**config.mk**
```make
export PLATFORM = sky130hd
export DESIGN_NAME = dispense_sequencer_flat
export DESIGN_NICKNAME = d
export VERILOG_FILES = /design/src/rtl/vend_pkg.sv /design/src/rtl/dispense_sequencer_if.sv /design/src/rtl/dispense_sequencer_phase_timer.sv /design/src/rtl/dispense_sequencer.sv /design/src/flat_wrapper.sv
export SDC_FILE = /design/constraint.sdc
export NUM_CORES = 1
export LEC_CHECK = 0
export BUFFER_PORTS_ARGS = -buffer_cell sky130_fd_sc_hd__clkbuf_2
export CORE_UTILIZATION = 50
export CTS_CLUSTER_SIZE = 30
export DETAILED_ROUTE_END_ITERATION = 8
export PLACE_DENSITY = 0.81
export RECOVER_POWER = 50
export SLEW_MARGIN = 20
export SYNTH_ARGS = -nofsm -noshare
export SYNTH_HDL_FRONTEND = slang
export SYNTH_SLANG_ARGS = --single-unit
```
**constraint.sdc**
```tcl
create_clock -name Clock -period 4.59 [get_ports Clock]
set_input_delay 0.2295 -clock Clock [delete_from_list [all_inputs] [get_ports Clock]]
set_output_delay 0.2295 -clock Clock [all_outputs]
set_load 0.03 [all_outputs]
```
**src/rtl/vend_pkg.sv**
```systemverilog
`default_nettype none
// ============================================================================
// Module      : vend_pkg
// Description : Shared encodings for the coffee dispense sequencer: recipe
//               codes, sequencer states, timer width and phase ordering.
//               Optional feature macro used elsewhere: CUP_SENSE_EN.
// Revision    : 1.0 - initial release
// ============================================================================
package vend_pkg;

    localparam int TMR_W = 8;

    localparam logic [1:0] RCP_BLACK       = 2'b00;
    localparam logic [1:0] RCP_CREAM       = 2'b01;
    localparam logic [1:0] RCP_CREAM_SUGAR = 2'b10;
    localparam logic [1:0] RCP_ILLEGAL     = 2'b11;

    typedef enum logic [2:0] {
        ST_IDLE   = 3'd0,
        ST_WATER  = 3'd1,
        ST_COFFEE = 3'd2,
        ST_CREAM  = 3'd3,
        ST_SUGAR  = 3'd4,
        ST_GAP    = 3'd5,
        ST_DONE   = 3'd6
    } seq_state_t;

    // Valve phase that follows the given one for a latched recipe; ST_DONE
    // means the current phase was the last one.
    function automatic seq_state_t phase_after(seq_state_t cur, logic [1:0] rcp);
        seq_state_t nxt;
        nxt = ST_DONE;
        case (cur)
            ST_WATER:  nxt = ST_COFFEE;
            ST_COFFEE: nxt = (rcp != RCP_BLACK) ? ST_CREAM : ST_DONE;
            ST_CREAM:  nxt = (rcp == RCP_CREAM_SUGAR) ? ST_SUGAR : ST_DONE;
            default:   nxt = ST_DONE;
        endcase
        return nxt;
    endfunction

endpackage
`default_nettype wire

```
**src/rtl/dispense_sequencer_if.sv**
```systemverilog
`default_nettype none
// ============================================================================
// Module      : dispense_sequencer_if
// Description : Request/status/valve bundle between the vending controller
//               (master) and the dispense sequencer (slave). Cup_Present
//               exists only when CUP_SENSE_EN is defined.
// Revision    : 1.0 - initial release
// ============================================================================
interface dispense_sequencer_if;
    logic       Start;
    logic [1:0] Recipe;
    logic       Abort;
`ifdef CUP_SENSE_EN
    logic       Cup_Present;
`endif
    logic       Busy;
    logic       Done;
    logic       Reject;
    logic       Valve_Water;
    logic       Valve_Coffee;
    logic       Valve_Cream;
    logic       Valve_Sugar;

    modport master (
`ifdef CUP_SENSE_EN
        output Cup_Present,
`endif
        output Start, Recipe, Abort,
        input  Busy, Done, Reject,
        input  Valve_Water, Valve_Coffee, Valve_Cream, Valve_Sugar
    );

    modport slave (
`ifdef CUP_SENSE_EN
        input  Cup_Present,
`endif
        input  Start, Recipe, Abort,
        output Busy, Done, Reject,
        output Valve_Water, Valve_Coffee, Valve_Cream, Valve_Sugar
    );
endinterface
`default_nettype wire

```
**src/rtl/dispense_sequencer_phase_timer.sv**
```systemverilog
`default_nettype none
// ============================================================================
// Module      : phase_timer
// Description : Load/decrement down-counter that times one valve or gap
//               phase; Expired flags a count of zero.
// Revision    : 1.0 - initial release
// ============================================================================
module phase_timer (
    input  logic                       Clock,
    input  logic                       nReset,
    input  logic                       Load,
    input  logic [vend_pkg::TMR_W-1:0] Value,
    output logic                       Expired
);
    import vend_pkg::*;

    logic [TMR_W-1:0] count;

    // Load on phase entry, otherwise count down and rest at zero
    always_ff @(posedge Clock or negedge nReset) begin
        if (!nReset) begin
            count <= '0;
        end else if (Load) begin
            count <= Value;
        end else if (count != '0) begin
            count <= count - 1'b1;
        end
    end

    assign Expired = (count == '0);

endmodule
`default_nettype wire

```
**src/rtl/dispense_sequencer.sv**
```systemverilog
`default_nettype none
// ============================================================================
// Module      : dispense_sequencer
// Description : Runs the Water/Coffee/Cream/Sugar valves one at a time for
//               programmed cycle counts with an optional idle gap between
//               phases. Reports Busy/Done/Reject and honours Abort.
//               Optional feature: CUP_SENSE_EN (cup presence interlock).
// Revision    : 1.0 - initial release
// ============================================================================
module dispense_sequencer #(
    parameter int WATER_CYC  = 4,
    parameter int COFFEE_CYC = 3,
    parameter int CREAM_CYC  = 2,
    parameter int SUGAR_CYC  = 2,
    parameter int GAP_CYC    = 1
) (
    input  logic                 Clock,
    input  logic                 nReset,
    dispense_sequencer_if.slave  bus
);
    import vend_pkg::*;

    seq_state_t       state, state_nxt;
    seq_state_t       resume, resume_nxt;
    seq_state_t       follow;
    logic [1:0]       recipe, recipe_nxt;
    logic             reject, reject_nxt;
    logic             load;
    logic [TMR_W-1:0] load_val;
    logic             expired;
    logic             stop;
    logic             cup_ok;

`ifdef CUP_SENSE_EN
    // A cup lifted mid-drink stops the sequence exactly like Abort
    assign cup_ok = bus.Cup_Present;
    assign stop   = bus.Abort | ~bus.Cup_Present;
`else
    assign cup_ok = 1'b1;
    assign stop   = bus.Abort;
`endif

    // Timer reload value for a phase: N-1 so the phase lasts exactly N cycles
    function automatic logic [TMR_W-1:0] phase_load(seq_state_t s);
        logic [TMR_W-1:0] v;
        v = '0;
        case (s)
            ST_WATER:  v = TMR_W'(WATER_CYC - 1);
            ST_COFFEE: v = TMR_W'(COFFEE_CYC - 1);
            ST_CREAM:  v = TMR_W'(CREAM_CYC - 1);
            ST_SUGAR:  v = TMR_W'(SUGAR_CYC - 1);
            ST_GAP:    v = TMR_W'(GAP_CYC - 1);
            default:   v = '0;
        endcase
        return v;
    endfunction

    assign follow = phase_after(state, recipe);

    phase_timer u_timer (
        .Clock   (Clock),
        .nReset  (nReset),
        .Load    (load),
        .Value   (load_val),
        .Expired (expired)
    );

    // Next-state, timer reload and reject decision
    always_comb begin
        state_nxt  = state;
        resume_nxt = resume;
        recipe_nxt = recipe;
        reject_nxt = 1'b0;
        load       = 1'b0;
        load_val   = '0;
        case (state)
            ST_IDLE: begin
                // Abort alongside Start suppresses both acceptance and Reject
                if (bus.Start && !bus.Abort) begin
                    if ((bus.Recipe == RCP_ILLEGAL) || !cup_ok) begin
                        reject_nxt = 1'b1;
                    end else begin
                        state_nxt  = ST_WATER;
                        recipe_nxt = bus.Recipe;
                        load       = 1'b1;
                        load_val   = phase_load(ST_WATER);
                    end
                end
            end
            ST_GAP: begin
                if (stop) begin
                    state_nxt = ST_IDLE;
                end else if (expired) begin
                    state_nxt = resume;
                    load      = 1'b1;
                    load_val  = phase_load(resume);
                end
            end
            ST_DONE: begin
                state_nxt = ST_IDLE;
            end
            default: begin
                if (stop) begin
                    state_nxt = ST_IDLE;
                end else if (expired) begin
                    if (follow == ST_DONE) begin
                        state_nxt = ST_DONE;
                    end else if (GAP_CYC > 0) begin
                        state_nxt  = ST_GAP;
                        resume_nxt = follow;
                        load       = 1'b1;
                        load_val   = phase_load(ST_GAP);
                    end else begin
                        state_nxt = follow;
                        load      = 1'b1;
                        load_val  = phase_load(follow);
                    end
                end
            end
        endcase
    end

    // State, pending phase, latched recipe and Reject pulse registers
    always_ff @(posedge Clock or negedge nReset) begin
        if (!nReset) begin
            state  <= ST_IDLE;
            resume <= ST_IDLE;
            recipe <= RCP_BLACK;
            reject <= 1'b0;
        end else begin
            state  <= state_nxt;
            resume <= resume_nxt;
            recipe <= recipe_nxt;
            reject <= reject_nxt;
        end
    end

    assign bus.Busy         = (state != ST_IDLE);
    assign bus.Done         = (state == ST_DONE);
    assign bus.Reject       = reject;
    assign bus.Valve_Water  = (state == ST_WATER);
    assign bus.Valve_Coffee = (state == ST_COFFEE);
    assign bus.Valve_Cream  = (state == ST_CREAM);
    assign bus.Valve_Sugar  = (state == ST_SUGAR);

endmodule
`default_nettype wire

```
**src/flat_wrapper.sv**
```systemverilog
// flat-port wrapper written by rule: the top's interface ports become plain ports
module dispense_sequencer_flat import vend_pkg::*;
#(
    parameter int WATER_CYC  = 4,
    parameter int COFFEE_CYC = 3,
    parameter int CREAM_CYC  = 2,
    parameter int SUGAR_CYC  = 2,
    parameter int GAP_CYC    = 1
)
  (Clock, nReset, bus_Start, bus_Recipe, bus_Abort, bus_Busy, bus_Done, bus_Reject, bus_Valve_Water, bus_Valve_Coffee, bus_Valve_Cream, bus_Valve_Sugar);
  dispense_sequencer_if bus_i ();
  input  logic Clock;
  input  logic nReset;
  input wire logic [$bits(bus_i.Start)-1:0] bus_Start;
  input wire logic [$bits(bus_i.Recipe)-1:0] bus_Recipe;
  input wire logic [$bits(bus_i.Abort)-1:0] bus_Abort;
  output wire logic [$bits(bus_i.Busy)-1:0] bus_Busy;
  output wire logic [$bits(bus_i.Done)-1:0] bus_Done;
  output wire logic [$bits(bus_i.Reject)-1:0] bus_Reject;
  output wire logic [$bits(bus_i.Valve_Water)-1:0] bus_Valve_Water;
  output wire logic [$bits(bus_i.Valve_Coffee)-1:0] bus_Valve_Coffee;
  output wire logic [$bits(bus_i.Valve_Cream)-1:0] bus_Valve_Cream;
  output wire logic [$bits(bus_i.Valve_Sugar)-1:0] bus_Valve_Sugar;
  assign bus_i.Start = bus_Start;
  assign bus_i.Recipe = bus_Recipe;
  assign bus_i.Abort = bus_Abort;
  assign bus_Busy = bus_i.Busy;
  assign bus_Done = bus_i.Done;
  assign bus_Reject = bus_i.Reject;
  assign bus_Valve_Water = bus_i.Valve_Water;
  assign bus_Valve_Coffee = bus_i.Valve_Coffee;
  assign bus_Valve_Cream = bus_i.Valve_Cream;
  assign bus_Valve_Sugar = bus_i.Valve_Sugar;
  dispense_sequencer #(.WATER_CYC(WATER_CYC), .COFFEE_CYC(COFFEE_CYC), .CREAM_CYC(CREAM_CYC), .SUGAR_CYC(SUGAR_CYC), .GAP_CYC(GAP_CYC)) u_core (.Clock(Clock), .nReset(nReset), .bus(bus_i));
endmodule
```
==> flow_metrics.tcl, run 1 <==
set metrics [dict create \
    synth_cells 122 \
    vias 957 \
    final_max_slew_viol_count 0 \
    initial_core_util_pct 55.2 \
    max_freq_mhz 504 \
    grt_first_pass_wirelength_um 4060 \
    min_period_ns 1.98 \
    drive_gt1_share_pct 14.8 \
    areaGrowthSynthToFinish_pct 9.98 \
    synthArstFlopShare_pct 100 \
    synth_cell_types 46 \
    path_class "flop to flop" \
    synth.yosys.seq_area_share_pct 38.1 \
    drc 0 \
    synth-main-ff-cell "dfrtp_1" \
    grt_max_degree 18 \
    worst_slew_pin_slew_ns 0.908 \
    critPathMaxFanout 5 \
    syn-num-nets 130 \
    relSlewSlack_pct 39.5 \
    ys_ff_latch 17 \
    initialDrtViolationCount 25 \
    hp-start "bus_Start" \
    vdd_drop_max_mv 0.279 \
    firstDrtPassIters 4 \
    finClkSkew_ns 0.00677 \
    synthesis.area_um2 1120 \
    nets 144 \
    die_h_um 49.2 \
    reg2reg_from "u_core.u_timer.count[0]$_DFFE_PN0P_" \
    core_area_um2 2020 \
    numCtsBuffers 3 \
    cts_root_buf "clkbuf_4" \
    clk_latency_ns 0.29 \
    num_io_pins 13 \
    antennaDiodeCount 0 \
    cts_tree "done" \
    cp.arrival_ns 2.17 \
    hold_class "input port to flop" \
    grt_pass1_vias 924 \
    status "finished, final reports clean" \
    p_leak_nw 0.556 \
    die-area_um2 2430 \
    cellPowerDensity_nw_per_um2 538 \
    htreeDepth 1 \
    avgSynthCellArea_um2 9.15 \
    gp_congestion 0.915 \
    grtUsageTotal_pct 21.4 \
    synth_enable_flop_cells 0 \
    critPathLaunch "u_core.u_timer.count[0]$_DFFE_PN0P_" \
    die_w_um 49.2 \
    cts.sinks 17 \
    crit_path_end_kind "flop" \
    num-fill-cells 177 \
    hold_violations 0 \
    viasPerCell 5.91 \
    cp.required_ns 4.77 \
    setup_viol 0 \
    post-route-period-util_pct 43.2 \
    pre_cts_ws_ns 2.62 \
    gr-total-overflow 0 \
    row_count 16 \
    yosysWarningCount 0 \
    wl_per_cell_um 13.9 \
    startpoint_type "flop" \
    clockBufferDepth 2 \
    port_buffers 12 \
    dp_hpwl_um 1710 \
    path_clk_slew_ns 0.11 \
    postRouteAntennaNets 0 \
    power.total_w 0.000660 \
    rsz0062_at_grt "false" \
    finalSetupTns_ns 0 \
    antenna_found_initial 0 \
    cap_violations 0 \
    utilization_pct 60.7 \
    routed_wl_um 2250 \
    fin_ws_ns 2.61 \
]
==> timing repair <==
| action | CTS | global route |
|---|---|---|
| endpoints found under the hold margin | 17 | 0 |
| hold buffers | 1 | 0 |
| setup buffers | 0 | 0 |
| resized for setup | 0 | 0 |
==> cells in the final DEF, fill, tap and decap left out, drive strengths merged, types with 2 or more instances in the layout <==
| cell | n |
|---|---|
| a21boi | 2 |
| nor3 | 7 |
| nand2b | 9 |
| dfrtp | 17 |
| nor2 | 16 |
| a31oi | 4 |
| o21ai | 3 |
| or3 | 3 |
| ha | 2 |
| mux2 | 4 |
| inv | 6 |
| mux2i | 4 |
| a21oi | 5 |
| o31ai | 2 |
| clkbuf | 15 |
| xnor2 | 2 |
| nand3 | 4 |
| nand2 | 6 |
==> cells in the mapped netlist (all sizes together), types with 2 or more instances <==
master  count  area share [%]
o21ai       3             1.3
inv         6             2.0
o31ai       2             1.3
nand2b      9             5.0
dfrtp      17              38
mux2        4             4.4
or3         3             1.7
xnor2       2             1.6
a21oi       5             2.2
nor2       16             6.3
a31oi       4             2.2
clkbuf      3             1.0
a21boi      2             1.3
ha          2             2.2
nand2       6             2.0
mux2i       4             3.6
nor3        7             3.1
nand3       4             1.8
==> kinds of logic after synthesis <==
kind of cell	synth area share, %
buffers and inverters	3.47
adders and majority gates	2.24
DFF	38.1
AOI/OAI and AO/OA	16.3
muxes	7.96
xor gates and xnor gates	2.35
and+or+nand+nor	29.6
==> path summary, 6_finish.rpt <==
path                                                end  slack (ns)  cells after the start
setup / recovery           u_core.resume[2]$_DFFE_PN0P_        2.61                      6
hold / removal              u_core.bus.Reject$_DFF_PN0_        0.16                      3
setup reg to reg           u_core.resume[2]$_DFFE_PN0P_        2.61                      6
hold reg to reg            u_core.recipe[1]$_DFFE_PN0P_        0.57                      1
max in group asynchronous  u_core.resume[0]$_DFFE_PN0P_        3.45                      2
min in group asynchronous  u_core.recipe[0]$_DFFE_PN0P_        0.58                      2
==> metal layers <==
layer,part of all wire [%],vias up,track usage (%)
li1,-,474,-
met1,48,457,29.4
met2,48,22,35.6
met3,2.9,4,1.87
met4,1.6,0,6.37
met5,0,-,0
==> final cells by class <==
cell class	count	area [µm²]	share of cell area (%)
inverter	6	22.5	1.83
clock buffer	3	22.5	1.83
sequential	17	425	34.7
tap	27	33.8	2.75
timing repair buffer	13	66.3	5.40
multi-input combinational	95	652	53.1
clock inverter	1	5.00	0.408
==> critical path: stages (launching register included) <==
cell and delay [ns]:
dfrtp_1 0.42, inv_1 0.11, ha_1 0.22, or4b_4 0.51, nor2_4 0.15, nand4b_4 0.14
mux2_4 0.31
==> flip-flops by register name, indices dropped and copies added, names as in the netlist <==
signal / flops
u_core.resume: 3
u_core.u_timer.count: 8
u_core.state: 3
u_core.recipe: 2
u_core.bus.Reject: 1
==> per-stage QoR <==
step           instance area [µm²]  std cells  hold WS (ns)
2_1_floorplan                 1120        122       -0.0661
3_3_place_gp                  1190        157         0.182
3_5_place_dp                  1190        157         0.187
4_1_cts                       1230        162         0.157
5_1_grt                       1230        162         0.167
6_report                      1230        162         0.159
==> power breakdown <==
| part | switching [W] | internal [W] | total (W) |
|---|---|---|---|
| Clock | 0.0000493 | 0.0000324 | 0.0000817 |
| Combinational | 0.000177 | 0.000130 | 0.000307 |
| Sequential | 0.0000722 | 0.000199 | 0.000271 |
| Total | 0.000299 | 0.000361 | 0.000660 |
Power figures use the tool's default switching activity.
==> inputs of run 2 (changes only) <==
--- a/config.mk
+++ b/config.mk
@@ -9,7 +9,7 @@
 export CORE_UTILIZATION = 50
 export CTS_CLUSTER_SIZE = 30
 export DETAILED_ROUTE_END_ITERATION = 8
-export PLACE_DENSITY = 0.81
+export PLACE_DENSITY = 0.84
 export RECOVER_POWER = 50
 export SLEW_MARGIN = 20
 export SYNTH_ARGS = -nofsm -noshare
==> constraint.sdc (replaced) <==
create_clock -name Clock -period 1.7 [get_ports Clock]
set_input_delay 0.085 -clock Clock [delete_from_list [all_inputs] [get_ports Clock]]
set_output_delay 0.085 -clock Clock [all_outputs]
set_load 0.03 [all_outputs]
==> run 2 against run 1 <==
  * The run now ends with negative setup slack left
  * Largest power group unchanged
  * Largest cell class unchanged
  * Cell count up 11%
  * Global-route usage increased by 5.3 points
  * Sequential cell count unchanged
==> flow_metrics.tcl, run 2 (same netlist as run 1, synthesis figures left out) <==
set metrics [dict create \
    status "complete, but fails checks" \
    violations "negative setup slack" \
    reg2reg_from "u_core.u_timer.count[1]$_DFFE_PN0P_" \
    grtUsageTotal_pct 26.7 \
    gp_congestion 0.944 \
    firstDrtPassIters 4 \
    rsz0062_at_grt "true" \
    vias 1060 \
    swShare_pct 44.3 \
    cts.sinks 17 \
    clkPwrFrac_pct 10.7 \
    gr-total-overflow 0 \
    initialDrtViolationCount 40 \
    r2r_end "u_core.resume[2]$_DFFE_PN0P_" \
    num_io_pins 13 \
    antennaDiodeCount 0 \
    die-area_um2 2430 \
    vdd_drop_max_mv 0.963 \
    drc 0 \
    routed_wl_um 2800 \
    top_regs "u_core.u_timer.count (8), u_core.resume (3), u_core.state (3)" \
    p_int_w 0.00120 \
    utilization_pct 70.8 \
    seqPwrFrac_pct 31.3 \
    crit_path_end_kind "flop" \
    max_freq_mhz 573 \
    fin_ws_ns -0.0466 \
    path_class "flop to flop" \
    relSlewSlack_pct 35.3 \
    die_w_um 49.2 \
    largest-register "u_core.u_timer.count" \
    clockBufferDepth 2 \
    die_h_um 49.2 \
    whs_ns 0.000321 \
    cap_violations 0 \
    dp_hpwl_um 1990 \
    largest_register_ffs 8 \
    path_clk_slew_ns 0.11 \
    cellPowerDensity_nw_per_um2 1510 \
    final_max_slew_viol_count 0 \
    setup_viol 5 \
    worst_slew_pin_slew_ns 0.971 \
    numCtsBuffers 3 \
    critPathMaxFanout 3 \
    cts_root_buf "clkbuf_4" \
    cp.arrival_ns 1.95 \
    postRouteAntennaNets 0 \
    initial_core_util_pct 55.2 \
    row_count 16 \
    r2r_setup_slack_ns -0.05 \
    wl_per_cell_um 15.5 \
    port_buffers 12 \
    grt_first_pass_wirelength_um 4920 \
    areaGrowthSynthToFinish_pct 28.3 \
    finClkSkew_ns 0.000793 \
    clk_latency_ns 0.30 \
    startpoint_type "flop" \
    finalSetupTns_ns -0.110 \
    drive_gt1_share_pct 32.7 \
    layout_common_cells "buf_4 (17), dfrtp_1 (17), nor2_1 (14), clkbuf_2 (11), nand2b_1 (9)" \
    nets 162 \
    antenna_found_initial 0 \
    min_period_ns 1.75 \
    hold_violations 0 \
    critPathLaunch "u_core.u_timer.count[1]$_DFFE_PN0P_" \
    grt_pass1_vias 1134 \
    core_area_um2 2020 \
    comb_power_share_pct 58.0 \
    num-fill-cells 149 \
    cp.required_ns 1.90 \
    rr_worst_depth 6 \
    htreeDepth 1 \
    endpoint "u_core.resume[2]$_DFFE_PN0P_" \
    hold_class "input port to flop" \
    p_leak_nw 0.658 \
    p_sw_w 0.000957 \
    cts_tree "done" \
    grt_max_degree 18 \
    viasPerCell 5.89 \
    post-route-period-util_pct 103 \
]
-- run 2: cell count changes in the layout (fill, tap and decap cells not counted), moves of 2 or more --
| cell | before | now |
|---|---|---|
| clkbuf_2 | 9 | 11 |
| inv_2 | 0 | 2 |
| inv_1 | 6 | 4 |
| buf_4 | 0 | 17 |
| clkbuf_1 | 3 | 1 |
-- run 2: power by group through the flow --
stage	Combinational, W	Sequential (W)	Clock (W)
global route	0.00138	0.000705	0.000242
global placement	0.00108	0.000668	0
finish	0.00125	0.000677	0.000230
CTS	0.00118	0.000672	0.000233
detailed placement	0.00112	0.000681	0
floorplan	0.000733	0.000665	0
-- run 2: worst min path at each step --
stage,slack [ns],depth (start not counted),start,end
after CTS,0.004,3,bus_Start,u_core.bus.Reject$_DFF_PN0_
after global placement,0.04,1,nReset,u_core.resume[1]$_DFFE_PN0P_
final,0.0003,3,bus_Start,u_core.bus.Reject$_DFF_PN0_
after floorplan,-0.21,0,nReset,u_core.bus.Reject$_DFF_PN0_
after global routing,0.03,2,bus_Recipe[1],u_core.recipe[1]$_DFFE_PN0P_
after detailed placement,0.06,1,nReset,u_core.state[2]$_DFFE_PN0P_
-- run 2: stage by stage --
step,instances,total power [W],instance area (µm²),worst slack [ns]
finish,180,0.00216,1430,-0.0466
global route,180,0.00233,1430,-0.124
CTS,179,0.00208,1400,-0.0489
detailed placement,173,0.00180,1340,-0.0700
global placement,173,0.00175,1340,-0.0284
floorplan,122,0.00140,1130,-0.119
-- run 2: cell type report --
| cell class | instances | area (µm²) | share of cell area [%] |
|---|---|---|---|
| Timing Repair Buffer | 31 | 216 | 15.1 |
| Tap cell | 27 | 33.8 | 2.36 |
| Clock buffer | 3 | 22.5 | 1.57 |
| Sequential cell | 17 | 425 | 29.7 |
| Clock inverter | 1 | 5.00 | 0.350 |
| Multi-Input combinational cell | 95 | 706 | 49.3 |
| Inverter | 6 | 22.5 | 1.57 |
-- run 2: routing by layer --
metal / track usage (%) / vias up / wire, µm
li1: - / 511 / -
met1: 34.1 / 510 / 1240
met2: 43.6 / 32 / 1370
met3: 4.98 / 7 / 119
met4: 11.3 / 0 / 60
met5: 0 / - / 0
-- run 2: critical path, stage by stage, from the launching register on --
cell and delay [ns]:
dfrtp_1 0.40, inv_2 0.08, ha_4 0.13, or4b_4 0.48
nor2_4 0.13, nand4b_4 0.11, mux2_4 0.30
-- run 2: repair_timing --
action	CTS	global route
gates resized for setup	2	6
endpoints found under the hold margin	17	0
pin swaps	2	0
gates cloned	0	0
setup endpoints to repair	9	12
setup buffers	1	1
hold buffers	1	0
==> inputs of run 3 (changes only) <==
--- a/config.mk
+++ b/config.mk
@@ -9,6 +9,7 @@
 export CORE_UTILIZATION = 50
 export CTS_CLUSTER_SIZE = 30
 export DETAILED_ROUTE_END_ITERATION = 8
+export MAX_ROUTING_LAYER = met4
 export PLACE_DENSITY = 0.84
 export RECOVER_POWER = 50
 export SLEW_MARGIN = 20
==> run 3 against run 2 <==
  * The run still ends with negative setup slack left
  * Fmax about the same
  * Cell count unchanged
  * Critical path depth unchanged
  * Highest routed layer unchanged
  * Clock power about the same
  * Clock skew about the same
  * Design area unchanged
==> flow_metrics.tcl, run 3 (same netlist as run 1, synthesis figures left out) <==
set metrics [dict create \
    stdcell_area_um2 1430 \
    holdPathStages 3 \
    grt_first_pass_wirelength_um 4920 \
    post-route-period-util_pct 103 \
    largest-register "u_core.u_timer.count" \
    die_h_um 49.2 \
    relSlewSlack_pct 35.2 \
    cellPowerDensity_nw_per_um2 1510 \
    cts_root_buf "clkbuf_4" \
    whs_ns 0.000324 \
    clockBufferDepth 2 \
    port_buffers 12 \
    path_depth 6 \
    initial_core_util_pct 55.2 \
    setup_viol 5 \
    p_leak_nw 0.658 \
    reg2reg_from "u_core.u_timer.count[1]$_DFFE_PN0P_" \
    status "complete, but fails checks" \
    cp.arrival_ns 1.95 \
    drive_gt1_share_pct 32.7 \
    p_sw_w 0.000957 \
    critPathSlowestCell "or4b_4" \
    routed_wl_um 2790 \
    initialDrtViolationCount 40 \
    holdPathEnd "u_core.bus.Reject$_DFF_PN0_" \
    gp_congestion 0.961 \
    vias 1061 \
    final_max_slew_viol_count 0 \
    rsz0062_at_grt "true" \
    seqPwrFrac_pct 31.3 \
    clkPwrFrac_pct 10.7 \
    p_int_w 0.00120 \
    register_area_um2 425 \
    viasPerCell 5.89 \
    row_count 16 \
    nets 162 \
    dpl_cell_area_um2 1340 \
    cp.required_ns 1.90 \
    cap_violations 0 \
    swShare_pct 44.3 \
    grt_max_degree 18 \
    min_period_ns 1.75 \
    hold_violations 0 \
    top_regs "u_core.u_timer.count (8), u_core.resume (3), u_core.state (3)" \
    htreeDepth 1 \
    antennaDiodeCount 0 \
    drc 0 \
    crit_buf_inv 1 \
    comb_power_share_pct 58.0 \
    crit_family "simple AND/OR/NAND/NOR gates" \
    layout_common_cells "buf_4 (17), dfrtp_1 (17), nor2_1 (14), clkbuf_2 (11), nand2b_1 (9)" \
    core_area_um2 2020 \
    antenna_found_initial 0 \
    violations "negative setup slack" \
    r2r_setup_slack_ns -0.05 \
    firstDrtPassIters 4 \
    gr-total-overflow 0 \
    cts.sinks 17 \
    largest_register_ffs 8 \
    worst_slew_pin_slew_ns 0.972 \
    r2r_end "u_core.resume[2]$_DFFE_PN0P_" \
    path_class "flop to flop" \
    die_w_um 49.2 \
    wl_per_cell_um 15.5 \
    vdd_drop_max_mv 0.963 \
    path_clk_slew_ns 0.11 \
    grt_pass1_vias 1136 \
    numCtsBuffers 3 \
    areaGrowthSynthToFinish_pct 28.3 \
    critPathLaunch "u_core.u_timer.count[1]$_DFFE_PN0P_" \
    worstPathCellList "inv_2 -> ha_4 -> or4b_4 -> nor2_4 -> nand4b_4 -> mux2_4" \
    critPathMaxFanout 3 \
    die-area_um2 2430 \
    critPathMaxStageDelay_ns 0.48 \
    startpoint_type "flop" \
    max_freq_mhz 572 \
    cts_tree "done" \
    hp-start "bus_Start" \
    num_io_pins 13 \
    finClkSkew_ns 0.000790 \
    crit_path_end_kind "flop" \
    multi_input_area_um2 706 \
    rr_worst_depth 6 \
    clk_latency_ns 0.30 \
    finalSetupTns_ns -0.112 \
    grtUsageTotal_pct 27.4 \
    postRouteAntennaNets 0 \
    num-fill-cells 149 \
    hold_class "input port to flop" \
    dp_hpwl_um 1990 \
    fin_ws_ns -0.0475 \
]
run 3: cell counts in the layout (fill, tap and decap cells not counted):
No cell type changed its count.
run 3: worst max-delay path by stage:
stage / to / slack (ns)
3_3_place_gp: u_core.resume[2]$_DFFE_PN0P_ / -0.03
5_1_grt: u_core.resume[2]$_DFFE_PN0P_ / -0.12
4_1_cts: u_core.resume[2]$_DFFE_PN0P_ / -0.05
3_5_place_dp: u_core.resume[2]$_DFFE_PN0P_ / -0.07
2_1_floorplan: u_core.resume[2]$_DFFE_PN0P_ / -0.12
6_report: u_core.resume[2]$_DFFE_PN0P_ / -0.05
run 3: timing repair:
item                                   in CTS  in global routing
gates resized for setup                     2                  6
endpoints found under the hold margin      17                  0
buffers inserted                            1                  1
setup endpoints to repair                   9                 12
pin swaps                                   2                  0
hold buffers                                1                  0
run 3: layout make-up:
| type | instances | area share [%] |
|---|---|---|
| timing repair buffer | 31 | 15.1 |
| clock inverter | 1 | 0.350 |
| clock buffer | 3 | 1.57 |
| sequential | 17 | 29.7 |
| tap | 27 | 2.36 |
| inverter | 6 | 1.57 |
| multi-input combinational | 95 | 49.3 |
run 3: tightest hold or removal path, stage by stage:
cell,delay [ns]
clkbuf_2,0.09
nand3_1,0.06
nor2_1,0.04
run 3: per-stage QoR:
stage          total power (W)  setup slack (ns)  utilization [%]  instances
2_1_floorplan          0.00140            -0.119                -        122
5_1_grt                0.00233            -0.124             70.8        180
3_5_place_dp           0.00180           -0.0700             66.2        173
3_3_place_gp           0.00175           -0.0284             66.2        173
6_report               0.00216           -0.0475             70.8        180
4_1_cts                0.00208           -0.0489             69.0        179
run 3: power groups by stage:
| stage | sequential [W] | combinational, W | clock, W |
|---|---|---|---|
| 5_1_grt | 0.000705 | 0.00138 | 0.000242 |
| 6_report | 0.000677 | 0.00125 | 0.000230 |
| 2_1_floorplan | 0.000665 | 0.000733 | 0 |
| 3_5_place_dp | 0.000681 | 0.00112 | 0 |
| 3_3_place_gp | 0.000668 | 0.00108 | 0 |
| 4_1_cts | 0.000672 | 0.00118 | 0.000233 |
run 3: metal layers:
| layer | track usage [%] | part of all wire [%] | vias up |
|---|---|---|---|
| met4 | 11.3 | 2.1 | 0 |
| met1 | 34.1 | 44 | 512 |
| met2 | 43.6 | 49 | 32 |
| met3 | 4.98 | 4.3 | 7 |
| li1 | - | - | 510 |
| met5 | - | 0 | - |
